==> src/rtl/store_buffer_pkg.sv <==
// Shared store-buffer types: drain/read FSM states, buffered entry layout, word-address LSB.
package arm_mem_pkg;
  localparam int ADR_LSB = 2;
  localparam int SB_AW   = 32;
  localparam int SB_DW   = 32;

  typedef enum logic [1:0] {IDLE, WR, RD} sb_state_t;

  typedef struct packed {
    logic [SB_AW-1:0] adr;
    logic [SB_DW-1:0] data;
  } sb_entry_t;
endpackage

==> src/rtl/store_buffer_if.sv <==
// Data-memory side of the store buffer: registered req/we/adr/wdata, one-cycle ack strobe.
interface store_buffer_if #(
  parameter int AW = 32,
  parameter int DW = 32
);
  logic          mem_req;
  logic          mem_we;
  logic [AW-1:0] mem_adr;
  logic [DW-1:0] mem_wdata;
  logic [DW-1:0] mem_rdata;
  logic          mem_ack;

  modport master (output mem_req, mem_we, mem_adr, mem_wdata, input  mem_rdata, mem_ack);
  modport slave  (input  mem_req, mem_we, mem_adr, mem_wdata, output mem_rdata, mem_ack);
endinterface

==> src/rtl/store_buffer_fifo.sv <==
// Circular entry store with head/tail/count and a youngest-match CAM over occupied slots.
// STORE_BUFFER_FWD_EN adds the hit_data forwarding read port.
module store_buffer_fifo
  import arm_mem_pkg::*;
#(
  parameter  int DEPTH = 4,
  parameter  int AW    = 32,
  parameter  int DW    = 32,
  localparam int PW    = $clog2(DEPTH),
  localparam int CW    = PW + 1
) (
  input  logic                clk,
  input  logic                reset,
  input  logic                push,
  input  logic [AW-1:0]       push_adr,
  input  logic [DW-1:0]       push_data,
  input  logic                pop,
  input  logic [AW-1:ADR_LSB] match_wadr,
  output logic [CW-1:0]       count,
  output logic                full,
  output logic [AW-1:0]       head_adr,
  output logic [DW-1:0]       head_data,
  output logic [AW-1:0]       next_adr,
  output logic [DW-1:0]       next_data,
  output logic                any_match
`ifdef STORE_BUFFER_FWD_EN
  ,output logic [DW-1:0]      hit_data
`endif
);
  // entry layout follows the instance widths rather than the package defaults
  typedef struct packed {
    logic [AW-1:0] adr;
    logic [DW-1:0] data;
  } entry_t;

  entry_t        ram [DEPTH];
  logic [PW-1:0] head, tail, head_nxt, idx;
`ifdef STORE_BUFFER_FWD_EN
  logic [PW-1:0] hit_idx;
`endif

  always_ff @(posedge clk)
    if (push) ram[tail] <= '{adr: push_adr, data: push_data};

  always_ff @(posedge clk or negedge reset) begin
    if (!reset) begin
      head  <= '0;
      tail  <= '0;
      count <= '0;
    end else begin
      if (push) tail <= tail + PW'(1);
      if (pop)  head <= head + PW'(1);
      count <= count + CW'(push) - CW'(pop);
    end
  end

  assign full      = (count == CW'(DEPTH));
  assign head_nxt  = head + PW'(1);
  assign head_adr  = ram[head].adr;
  assign head_data = ram[head].data;
  assign next_adr  = ram[head_nxt].adr;
  assign next_data = ram[head_nxt].data;

  // scan oldest to youngest so the last match found is the youngest
  always_comb begin
    any_match = 1'b0;
    idx       = head;
`ifdef STORE_BUFFER_FWD_EN
    hit_idx   = head;
`endif
    for (int k = 0; k < DEPTH; k++) begin
      idx = head + PW'(k);
      if (CW'(k) < count && ram[idx].adr[AW-1:ADR_LSB] == match_wadr) begin
        any_match = 1'b1;
`ifdef STORE_BUFFER_FWD_EN
        hit_idx   = idx;
`endif
      end
    end
  end

`ifdef STORE_BUFFER_FWD_EN
  assign hit_data = ram[hit_idx].data;
`endif
endmodule

==> src/rtl/store_buffer.sv <==
// Posted-write store buffer between the Memory stage and a multi-cycle req/ack data memory.
// STORE_BUFFER_FWD_EN: load hits forward from the buffer; otherwise they wait for drain.
module store_buffer
  import arm_mem_pkg::*;
#(
  parameter int DEPTH = 4,
  parameter int AW    = SB_AW,
  parameter int DW    = SB_DW
) (
  input  logic                   clk,
  input  logic                   reset,
  input  logic                   st_valid,
  input  logic                   ld_valid,
  input  logic [AW-1:0]          adr,
  input  logic [DW-1:0]          wdata,
  output logic [DW-1:0]          rdata,
  output logic                   stall,
  output logic [$clog2(DEPTH):0] count,
  store_buffer_if.master         mem
);
  localparam int CW = $clog2(DEPTH) + 1;

  sb_state_t     state_q, state_d;
  logic          req_q, req_d, we_q, we_d;
  logic [AW-1:0] madr_q, madr_d;
  logic [DW-1:0] mwdata_q, mwdata_d;
  logic          full, any_match, push, pop, ld_miss, ld_done;
  logic [AW-1:0] head_adr, next_adr;
  logic [DW-1:0] head_data, next_data;
`ifdef STORE_BUFFER_FWD_EN
  logic [DW-1:0] hit_data;
`endif

  store_buffer_fifo #(.DEPTH(DEPTH), .AW(AW), .DW(DW)) u_fifo (
    .clk        (clk),
    .reset      (reset),
    .push       (push),
    .push_adr   (adr),
    .push_data  (wdata),
    .pop        (pop),
    .match_wadr (adr[AW-1:ADR_LSB]),
    .count      (count),
    .full       (full),
    .head_adr   (head_adr),
    .head_data  (head_data),
    .next_adr   (next_adr),
    .next_data  (next_data),
    .any_match  (any_match)
`ifdef STORE_BUFFER_FWD_EN
    ,.hit_data  (hit_data)
`endif
  );

  // a full buffer stalls even when the head retires this cycle
  assign push    = st_valid && !full;
  assign pop     = (state_q == WR) && mem.mem_ack;
  assign ld_done = (state_q == RD) && mem.mem_ack;
  assign ld_miss = ld_valid && !any_match;

`ifdef STORE_BUFFER_FWD_EN
  assign stall = (st_valid && full) || (ld_miss && !ld_done);
  assign rdata = ld_done ? mem.mem_rdata : (ld_valid && any_match) ? hit_data : '0;
`else
  // a matching load waits until its entries drain, then goes to memory as a miss
  assign stall = (st_valid && full) || (ld_valid && !ld_done);
  assign rdata = ld_done ? mem.mem_rdata : '0;
`endif

  always_comb begin
    state_d  = state_q;
    req_d    = req_q;
    we_d     = we_q;
    madr_d   = madr_q;
    mwdata_d = mwdata_q;
    unique case (state_q)
      IDLE: begin
        if (ld_miss) begin
          state_d = RD;
          req_d   = 1'b1;
          we_d    = 1'b0;
          madr_d  = adr;
        end else if (count != '0) begin
          state_d  = WR;
          req_d    = 1'b1;
          we_d     = 1'b1;
          madr_d   = head_adr;
          mwdata_d = head_data;
        end
      end
      WR: begin
        if (mem.mem_ack) begin
          if (!ld_miss && count > CW'(1)) begin
            madr_d   = next_adr;
            mwdata_d = next_data;
          end else begin
            state_d = IDLE;
            req_d   = 1'b0;
            we_d    = 1'b0;
          end
        end
      end
      RD: begin
        if (mem.mem_ack) begin
          state_d = IDLE;
          req_d   = 1'b0;
        end
      end
      default: begin
        state_d = IDLE;
        req_d   = 1'b0;
        we_d    = 1'b0;
      end
    endcase
  end

  always_ff @(posedge clk or negedge reset) begin
    if (!reset) begin
      state_q  <= IDLE;
      req_q    <= 1'b0;
      we_q     <= 1'b0;
      madr_q   <= '0;
      mwdata_q <= '0;
    end else begin
      state_q  <= state_d;
      req_q    <= req_d;
      we_q     <= we_d;
      madr_q   <= madr_d;
      mwdata_q <= mwdata_d;
    end
  end

  assign mem.mem_req   = req_q;
  assign mem.mem_we    = we_q;
  assign mem.mem_adr   = madr_q;
  assign mem.mem_wdata = mwdata_q;

  st_ld_exclusive: assert property (@(posedge clk) disable iff (!reset) !(st_valid && ld_valid));
endmodule
==> src/flat_wrapper.sv <==
// flat-port wrapper written by rule: the top's interface ports become plain ports
module store_buffer_flat import arm_mem_pkg::*;
#(
  parameter int DEPTH = 4,
  parameter int AW    = SB_AW,
  parameter int DW    = SB_DW
)
  (clk, reset, st_valid, ld_valid, adr, wdata, rdata, stall, count, mem_mem_req, mem_mem_we, mem_mem_adr, mem_mem_wdata, mem_mem_rdata, mem_mem_ack);
  store_buffer_if #(.AW(AW), .DW(DW)) mem_i ();
  input  logic clk;
  input  logic reset;
  input  logic st_valid;
  input  logic ld_valid;
  input  logic [AW-1:0] adr;
  input  logic [DW-1:0] wdata;
  output logic [DW-1:0] rdata;
  output logic stall;
  output logic [$clog2(DEPTH):0] count;
  output wire logic [$bits(mem_i.mem_req)-1:0] mem_mem_req;
  output wire logic [$bits(mem_i.mem_we)-1:0] mem_mem_we;
  output wire logic [$bits(mem_i.mem_adr)-1:0] mem_mem_adr;
  output wire logic [$bits(mem_i.mem_wdata)-1:0] mem_mem_wdata;
  input wire logic [$bits(mem_i.mem_rdata)-1:0] mem_mem_rdata;
  input wire logic [$bits(mem_i.mem_ack)-1:0] mem_mem_ack;
  assign mem_mem_req = mem_i.mem_req;
  assign mem_mem_we = mem_i.mem_we;
  assign mem_mem_adr = mem_i.mem_adr;
  assign mem_mem_wdata = mem_i.mem_wdata;
  assign mem_i.mem_rdata = mem_mem_rdata;
  assign mem_i.mem_ack = mem_mem_ack;
  store_buffer #(.DEPTH(DEPTH), .AW(AW), .DW(DW)) u_core (.clk(clk), .reset(reset), .st_valid(st_valid), .ld_valid(ld_valid), .adr(adr), .wdata(wdata), .rdata(rdata), .stall(stall), .count(count), .mem(mem_i));
endmodule
==> config.mk <==
export PLATFORM = sky130hd
export DESIGN_NAME = store_buffer_flat
export DESIGN_NICKNAME = d
export VERILOG_FILES = /design/src/rtl/store_buffer_pkg.sv /design/src/rtl/store_buffer_if.sv /design/src/rtl/store_buffer_fifo.sv /design/src/rtl/store_buffer.sv /design/src/flat_wrapper.sv
export SDC_FILE = /design/constraint.sdc
export NUM_CORES = 1
export LEC_CHECK = 0
export BUFFER_PORTS_ARGS = -buffer_cell sky130_fd_sc_hd__buf_2
export CAP_MARGIN = 30
export CELL_PAD_IN_SITES_DETAIL_PLACEMENT = 1
export CELL_PAD_IN_SITES_GLOBAL_PLACEMENT = 1
export CORE_ASPECT_RATIO = 1.5
export CORE_MARGIN = 2
export CORE_UTILIZATION = 49
export CTS_CLUSTER_SIZE = 25
export DETAILED_ROUTE_END_ITERATION = 7
export PLACE_DENSITY = 0.87
export SLEW_MARGIN = 20
export SYNTH_ARGS = -nofsm -noshare
export SYNTH_HDL_FRONTEND = slang
export SYNTH_SLANG_ARGS = --single-unit
==> constraint.sdc <==
create_clock -name clk -period 4.27 [get_ports clk]
set_input_delay 0.854 -clock clk [delete_from_list [all_inputs] [get_ports clk]]
set_output_delay 0.854 -clock clk [all_outputs]
set_load 0.01 [all_outputs]
# Word-level counts from Yosys, hierarchy flattened
# Memories as Yosys holds them, arrays and structs flattened.
# Index checks and enable logic that the tools add are counted.
dict set report totals {
  register_bits 75
  mem_bits_rw 256
  wordCells 89
  out_inout_bits 102
  mem_count 1
  inputBits 101
}
dict set report classes {
  eq_ne 14
  order_cmp 5
  mux 31
  add_sub_neg 6
  n_reduce_logical 23
  n_bitwise 1
}
# memory words word_bits read_ports rd_ports_with_merged_regs write_ports line_no
set mem_list {}
lappend mem_list {u_core.u_fifo.ram 4 64 4 0 1 store_buffer_fifo.sv:36} ;# entry_t ram [DEPTH];
# operator count
set ops {}
lappend ops {{$mux 32} 9}
lappend ops {{$pmux 32 s2} 2}
lappend ops {{$eq 30x30->1} 4}
lappend ops {{$mux 1} 12}
lappend ops {{$reduce_and 4->1} 3}
lappend ops {{$logic_and 1x1->1} 11}
lappend ops {{$mux 2} 5}
lappend ops {{$ne 2x2->1 const B} 5}
lappend ops {{$lt 1x3->1 const A} 2}
lappend ops {{$lt 2x3->1 const A} 2}
lappend ops {{$pmux 1 s3} 2}
lappend ops {{$pmux 2 s3} 1}
lappend ops {{$reduce_and 5->1} 1}
lappend ops {{$add 2x1->2 const B} 2}
lappend ops {{$add 2x2->2 const B} 2}
lappend ops {{$logic_not 1->1} 4}
lappend ops {{$add 3x1->3} 1}
lappend ops {{$eq 3x3->1 const B} 1}
lappend ops {{$gt 3x1->1 const B} 1}
lappend ops {{$ne 3x1->1 const B} 1}
lappend ops {{$reduce_bool 3->1} 1}
lappend ops {{$sub 3x1->3} 1}
lappend ops {{$eq 2x1->1 const B} 1}
lappend ops {{$eq 2x2->1 const B} 1}
lappend ops {{5 further kinds} 5}

# Logic depth before layout (Yosys ltp)
# An unclocked memory read counts as a cell.
dict set report depth {
  depth_word 14
  ltp_mapped 16
  mapped_depth_nobuf 10
}

# Hierarchy
# From an unflattened synthesis, not the netlist that was laid out.
dict set report unflattened {
  hier_cells 1243
  hier_area_um2 18547.8
}
# mod cells_per_inst instances seq_area_each_um2 area_each_um2
set by_module_without_submodules {}
lappend by_module_without_submodules {store_buffer_fifo 848 1 7862.5 14463.9}
lappend by_module_without_submodules {store_buffer 395 1 1701.6 4083.9}

# Worst setup path after synthesis
# Ideal clock, no wire load.
dict set report synth_path {
  path_type {input-to-reg}
  from {in adr[5]}
  to {reg u_core.mwdata_q[0], in the netlist u_core.mem.mem_wdata[0]}
  stages 11
  required_time_ns 4.145
  setup_slack_ns 0.766
  arrival_time_ns 3.379
  path_buffers 3
  path_cell_list {buf_1 -> xnor2_1 -> or4bb_1 -> a2111oi_2 -> nand3_1 -> nand2_1 -> nor3_1 -> or3_1 -> buf_2 -> buf_6 -> mux2_4}
}
dict set report synth_between {
  elab_chain_len 12
}
# item line_no
set synth_rtl {}
lappend synth_rtl {{start: declaration} flat_wrapper.sv:14} ;# input logic [AW-1:0] adr;
lappend synth_rtl {{$eq 30x30->1} store_buffer_fifo.sv:73} ;# if (CW'(k) < count && ram[idx].adr[AW-1:ADR_LSB] == match_wadr) begin
lappend synth_rtl {{$logic_and 1x1->1} store_buffer_fifo.sv:73}
lappend synth_rtl {{$mux 1 (3 in series)} store_buffer_fifo.sv:73}
lappend synth_rtl {{$mux 1 (*)} store_buffer_fifo.sv:73}
lappend synth_rtl {{$logic_not 1->1 (*)} store_buffer.sv:58} ;# assign ld_miss = ld_valid && !any_match;
lappend synth_rtl {{$logic_and 1x1->1 (*)} store_buffer.sv:58}
lappend synth_rtl {{$logic_not 1->1} store_buffer.sv:92} ;# if (!ld_miss && count > CW'(1)) begin
lappend synth_rtl {{$logic_and 1x1->1} store_buffer.sv:92}
lappend synth_rtl {{$ne 2x2->1 (no line)} n/a}
lappend synth_rtl {{$reduce_and 5->1 (no line) (*)} n/a}
lappend synth_rtl {{end signal: assignment} store_buffer.sv:128} ;# mwdata_q <= mwdata_d;
lappend synth_rtl {{end: declaration} store_buffer.sv:26} ;# logic [DW-1:0] mwdata_q, mwdata_d;
# Every way passes the cells marked *; elsewhere a longest branch is shown, timed or not.
# A chain may end at the register's enable or synchronous reset.

# Worst setup path after layout
dict set report layout_path {
  from {reg u_core.u_fifo.head[1]}
  to {reg u_core.mwdata_q[27], in the netlist u_core.mem.mem_wdata[27]}
}
dict set report layout_between {
  elab_chain_len 13
}
# item line_no
set layout_rtl {}
lappend layout_rtl {{start: declaration} store_buffer_fifo.sv:37} ;# logic [PW-1:0] head, tail, head_nxt, idx;
lappend layout_rtl {{start signal: assignment} store_buffer_fifo.sv:52} ;# if (pop) head <= head + PW'(1);
lappend layout_rtl {{$add 2x1->2 or $mem_v2 4x64 (tied branches)} n/a}
lappend layout_rtl {{$mem_v2 4x64 (*)} n/a}
lappend layout_rtl {{$eq 30x30->1 or $logic_and 1x1->1 (tied branches)} store_buffer_fifo.sv:73}
lappend layout_rtl {{$logic_and 1x1->1 or $mux 1 (tied branches)} store_buffer_fifo.sv:73}
lappend layout_rtl {{$mux 1 (3 in series)} store_buffer_fifo.sv:73}
lappend layout_rtl {{$logic_not 1->1} store_buffer.sv:58}
lappend layout_rtl {{$logic_and 1x1->1} store_buffer.sv:58}
lappend layout_rtl {{$logic_not 1->1} store_buffer.sv:92}
lappend layout_rtl {{$logic_and 1x1->1} store_buffer.sv:92}
lappend layout_rtl {{$ne 2x2->1 (no line)} n/a}
lappend layout_rtl {{$reduce_and 5->1 (no line)} n/a}
# Every way passes the cells marked *; elsewhere a longest branch is shown, timed or not. The select of a mux whose other input is x is not followed.

==> flow_summary.json <==
{
  "viasPerCell": 6.63,
  "cp_max_fo": 32,
  "max_freq_mhz": 240,
  "grt_util_met2_pct": 56.9,
  "finalClockSkew_ns": 0.0127,
  "postSynthNetCount": 1553,
  "drc": 0,
  "tightest_slew_ns": 0.977,
  "endpoint_kind": "flip-flop",
  "num_io_pins": 203,
  "synth_top_cell_area_share_pct": 40.8,
  "initial_core_util_pct": 49.3,
  "clk_pin_slew_worst_paths_ns": 0.07,
  "n_fill_cell": 3804,
  "final_layout_size_suffix_gt1_share_pct": 31.2,
  "drtIter0Drc": 1228,
  "crit_type": "reg2reg",
  "dieArea_mm2": 0.0401,
  "dpl_cell_area_mm2": 0.0206,
  "vdd_drop_max_mv": 0.525,
  "grt_max_degree": 82,
  "min_path_type": "in2async",
  "synth_ff_type": "edfxtp_1",
  "busiest_layer": "met2",
  "dp.final_hpwl_um": 43800,
  "die_x_um": 164,
  "fin_crit_sh_pct": 97.6,
  "ys_seq_elements": 331,
  "gp_congestion": 0.993,
  "clock_latency_ns": 0.59,
  "overflow": 0,
  "fin_area_mm2": 0.0217,
  "cts_hold_buf": 0,
  "antenna_left": 0,
  "grt_pass1_vias": 15400,
  "maxCapViolCount": 0,
  "synth_area_mm2": 0.0188,
  "final_net_count": 1744,
  "maxSlewViolCount": 0,
  "yosysWarnings": 0,
  "arrival_ns": 4.63,
  "grt_usage_pct": 32.0,
  "yosysTopAreaCell": "edfxtp_1",
  "final_hold_viol_count": 0,
  "yosysMostFrequentCell": "edfxtp_1",
  "htree_num_levels": 1,
  "timing.final.crit_period_ns": 4.17,
  "yosysSeqAreaShare_pct": 50.7,
  "drtPass1Iterations": 6,
  "required_ns": 4.73,
  "rsz0062_at_grt": "false",
  "syn_avg_cell_area_um2": 13.1,
  "grt_use_met1_pct": 36.3,
  "synthCells": 1443,
  "power_uw": 17100,
  "die_height_um": 244,
  "cts_tree": "done",
  "synth_edf_count": 256,
  "row_count": 88,
  "grt_antenna_before_repair": 3,
  "setup_viol": 0,
  "cts_sinks": 331,
  "syn_to_final_growth_pct": 15.3,
  "vias": 14300,
  "power.density_mw_per_mm2": 786,
  "core_area_mm2": 0.0382,
  "ys_types": 74,
  "numCtsBuffers": 31,
  "synthTopCellsByCount": "edfxtp_1 (256), xnor2_1 (102), mux2i_1 (98)",
  "routedWlPerCell_um": 29.5,
  "p_leak_uw": 0.00823,
  "grtUsageMet3_pct": 3.82,
  "wl_um": 63600,
  "relSlewSlack_pct": 34.9,
  "clockBufferDepth": 3,
  "port_buffers": 202,
  "status": "finished, final reports clean",
  "cts_root_buffer": "clkbuf_16",
  "async_flop_share_pct": 22.7,
  "cp-start-kind": "flip-flop",
  "grt_pass1_wl_um": 96600,
  "synth.area.top_cells": "edfxtp_1 (41%), dfrtp_1 (10%), mux4_2 (9.1%), mux2i_1 (5.2%), xnor2_1 (4.7%)"
}
[through the flow]
| stage | util, % | hold WS (ns) | TNS [ns] | instances | worst slack (ns) |
|---|---|---|---|---|---|
| finish | 56.9 | 0.377 | 0 | 2156 | 0.100 |
| global route | 56.9 | 0.411 | 0 | 2154 | 0.0170 |
| CTS | 56.6 | 0.417 | 0 | 2144 | 0.00388 |
| detailed placement | 53.8 | 0.499 | -0.921 | 2087 | -0.0509 |
| global placement | 53.8 | 0.497 | 0 | 2087 | 0.00310 |
| floorplan | - | 0.532 | 0 | 1443 | 0.766 |
[layout make-up]
type	instances	area (µm²)	share of cell area, %
inverters	71	267	1.23
diodes	3	7.51	0.0345
repair buffers	281	1780	8.19
multi-input cells	918	8430	38.8
clock buffers	40	850	3.91
clock inverters	17	213	0.979
flip-flops and latches	331	9570	44.0
well taps	495	619	2.85
[worst paths after layout]
path	start	endpoint	slack, ns	cells past startpoint
max in group asynchronous	reset	u_core.mem.mem_adr[15]	2.98	2
hold reg to reg	u_core.mem.mem_req	u_core.mem.mem_req	0.51	1
hold / removal	reset	u_core.mem.mem_adr[22]	0.38	1
min in group clk	wdata[4]	u_core.u_fifo.ram[0][4]	0.49	1
setup / recovery	u_core.u_fifo.head[1]	u_core.mem.mem_wdata[27]	0.10	12
setup reg to reg	u_core.u_fifo.head[1]	u_core.mem.mem_wdata[27]	0.10	12
[layer usage]
layer | routed length [µm] | vias up
li1 | - | 6031
met2 | 33900 | 698
met1 | 21500 | 7343
met3 | 3540 | 219
met4 | 4620 | 2
met5 | 13 | -
[power by group]
part | total [µW] | switching [µW] | internal [µW]
clock network | 2920 | 1270 | 1650
logic | 9090 | 5220 | 3870
registers | 5080 | 654 | 4420
total | 17100 | 7150 | 9940
[flip-flops by register name, summed over array words and instances, names as in the netlist]
register              count
u_core.state_q            2
u_core.mem.mem_we         1
u_core.u_fifo.ram       256
u_core.u_fifo.tail        2
u_core.mem.mem_req        1
u_core.u_fifo.head        2
u_core.mem.mem_adr       32
u_core.mem.mem_wdata     32
u_core.u_fifo.count       3
[logic make-up after synthesis]
group                      synth area share, %
AOI/OAI and AO/OA                         11.2
and+or+nand+nor                           7.59
buffers and inverters                     4.87
adders and majority gates                0.637
muxes                                     19.9
DFF                                       50.7
xor gates and xnor gates                  5.06
[what timing repair did]
action | 4_1_cts | 5_1_grt
buffers inserted | 0 | 8
endpoints found under the setup margin | 61 | 65
resized for setup | 1 | 6
[critical path: stages, from the launching register on]
cell and delay, ns:
dfrtp_4 0.58, buf_12 0.27, mux2i_1 0.54, o221ai_1 0.26
a221o_1 0.45, nor3_1 0.18, buf_4 0.15, nand4b_1 0.19
o22ai_2 0.22, nor3_1 0.11, or3_2 0.49, buf_12 0.22
mux2_4 0.33
[placed cells by master (no fill, tap or decap), types with 34 or more instances in the layout]
cell and n:
mux4_2 76, nand2_1 85, mux2i_1 97, dfrtp_1 73, o21ai_0 35, o221ai_1 69, xnor2_1 102, inv_1 69
mux2_2 44, edfxtp_1 256, nor4_1 35, buf_4 65, or3_1 35, a22oi_1 34, buf_2 202
(Power assumes the default switching activity.)
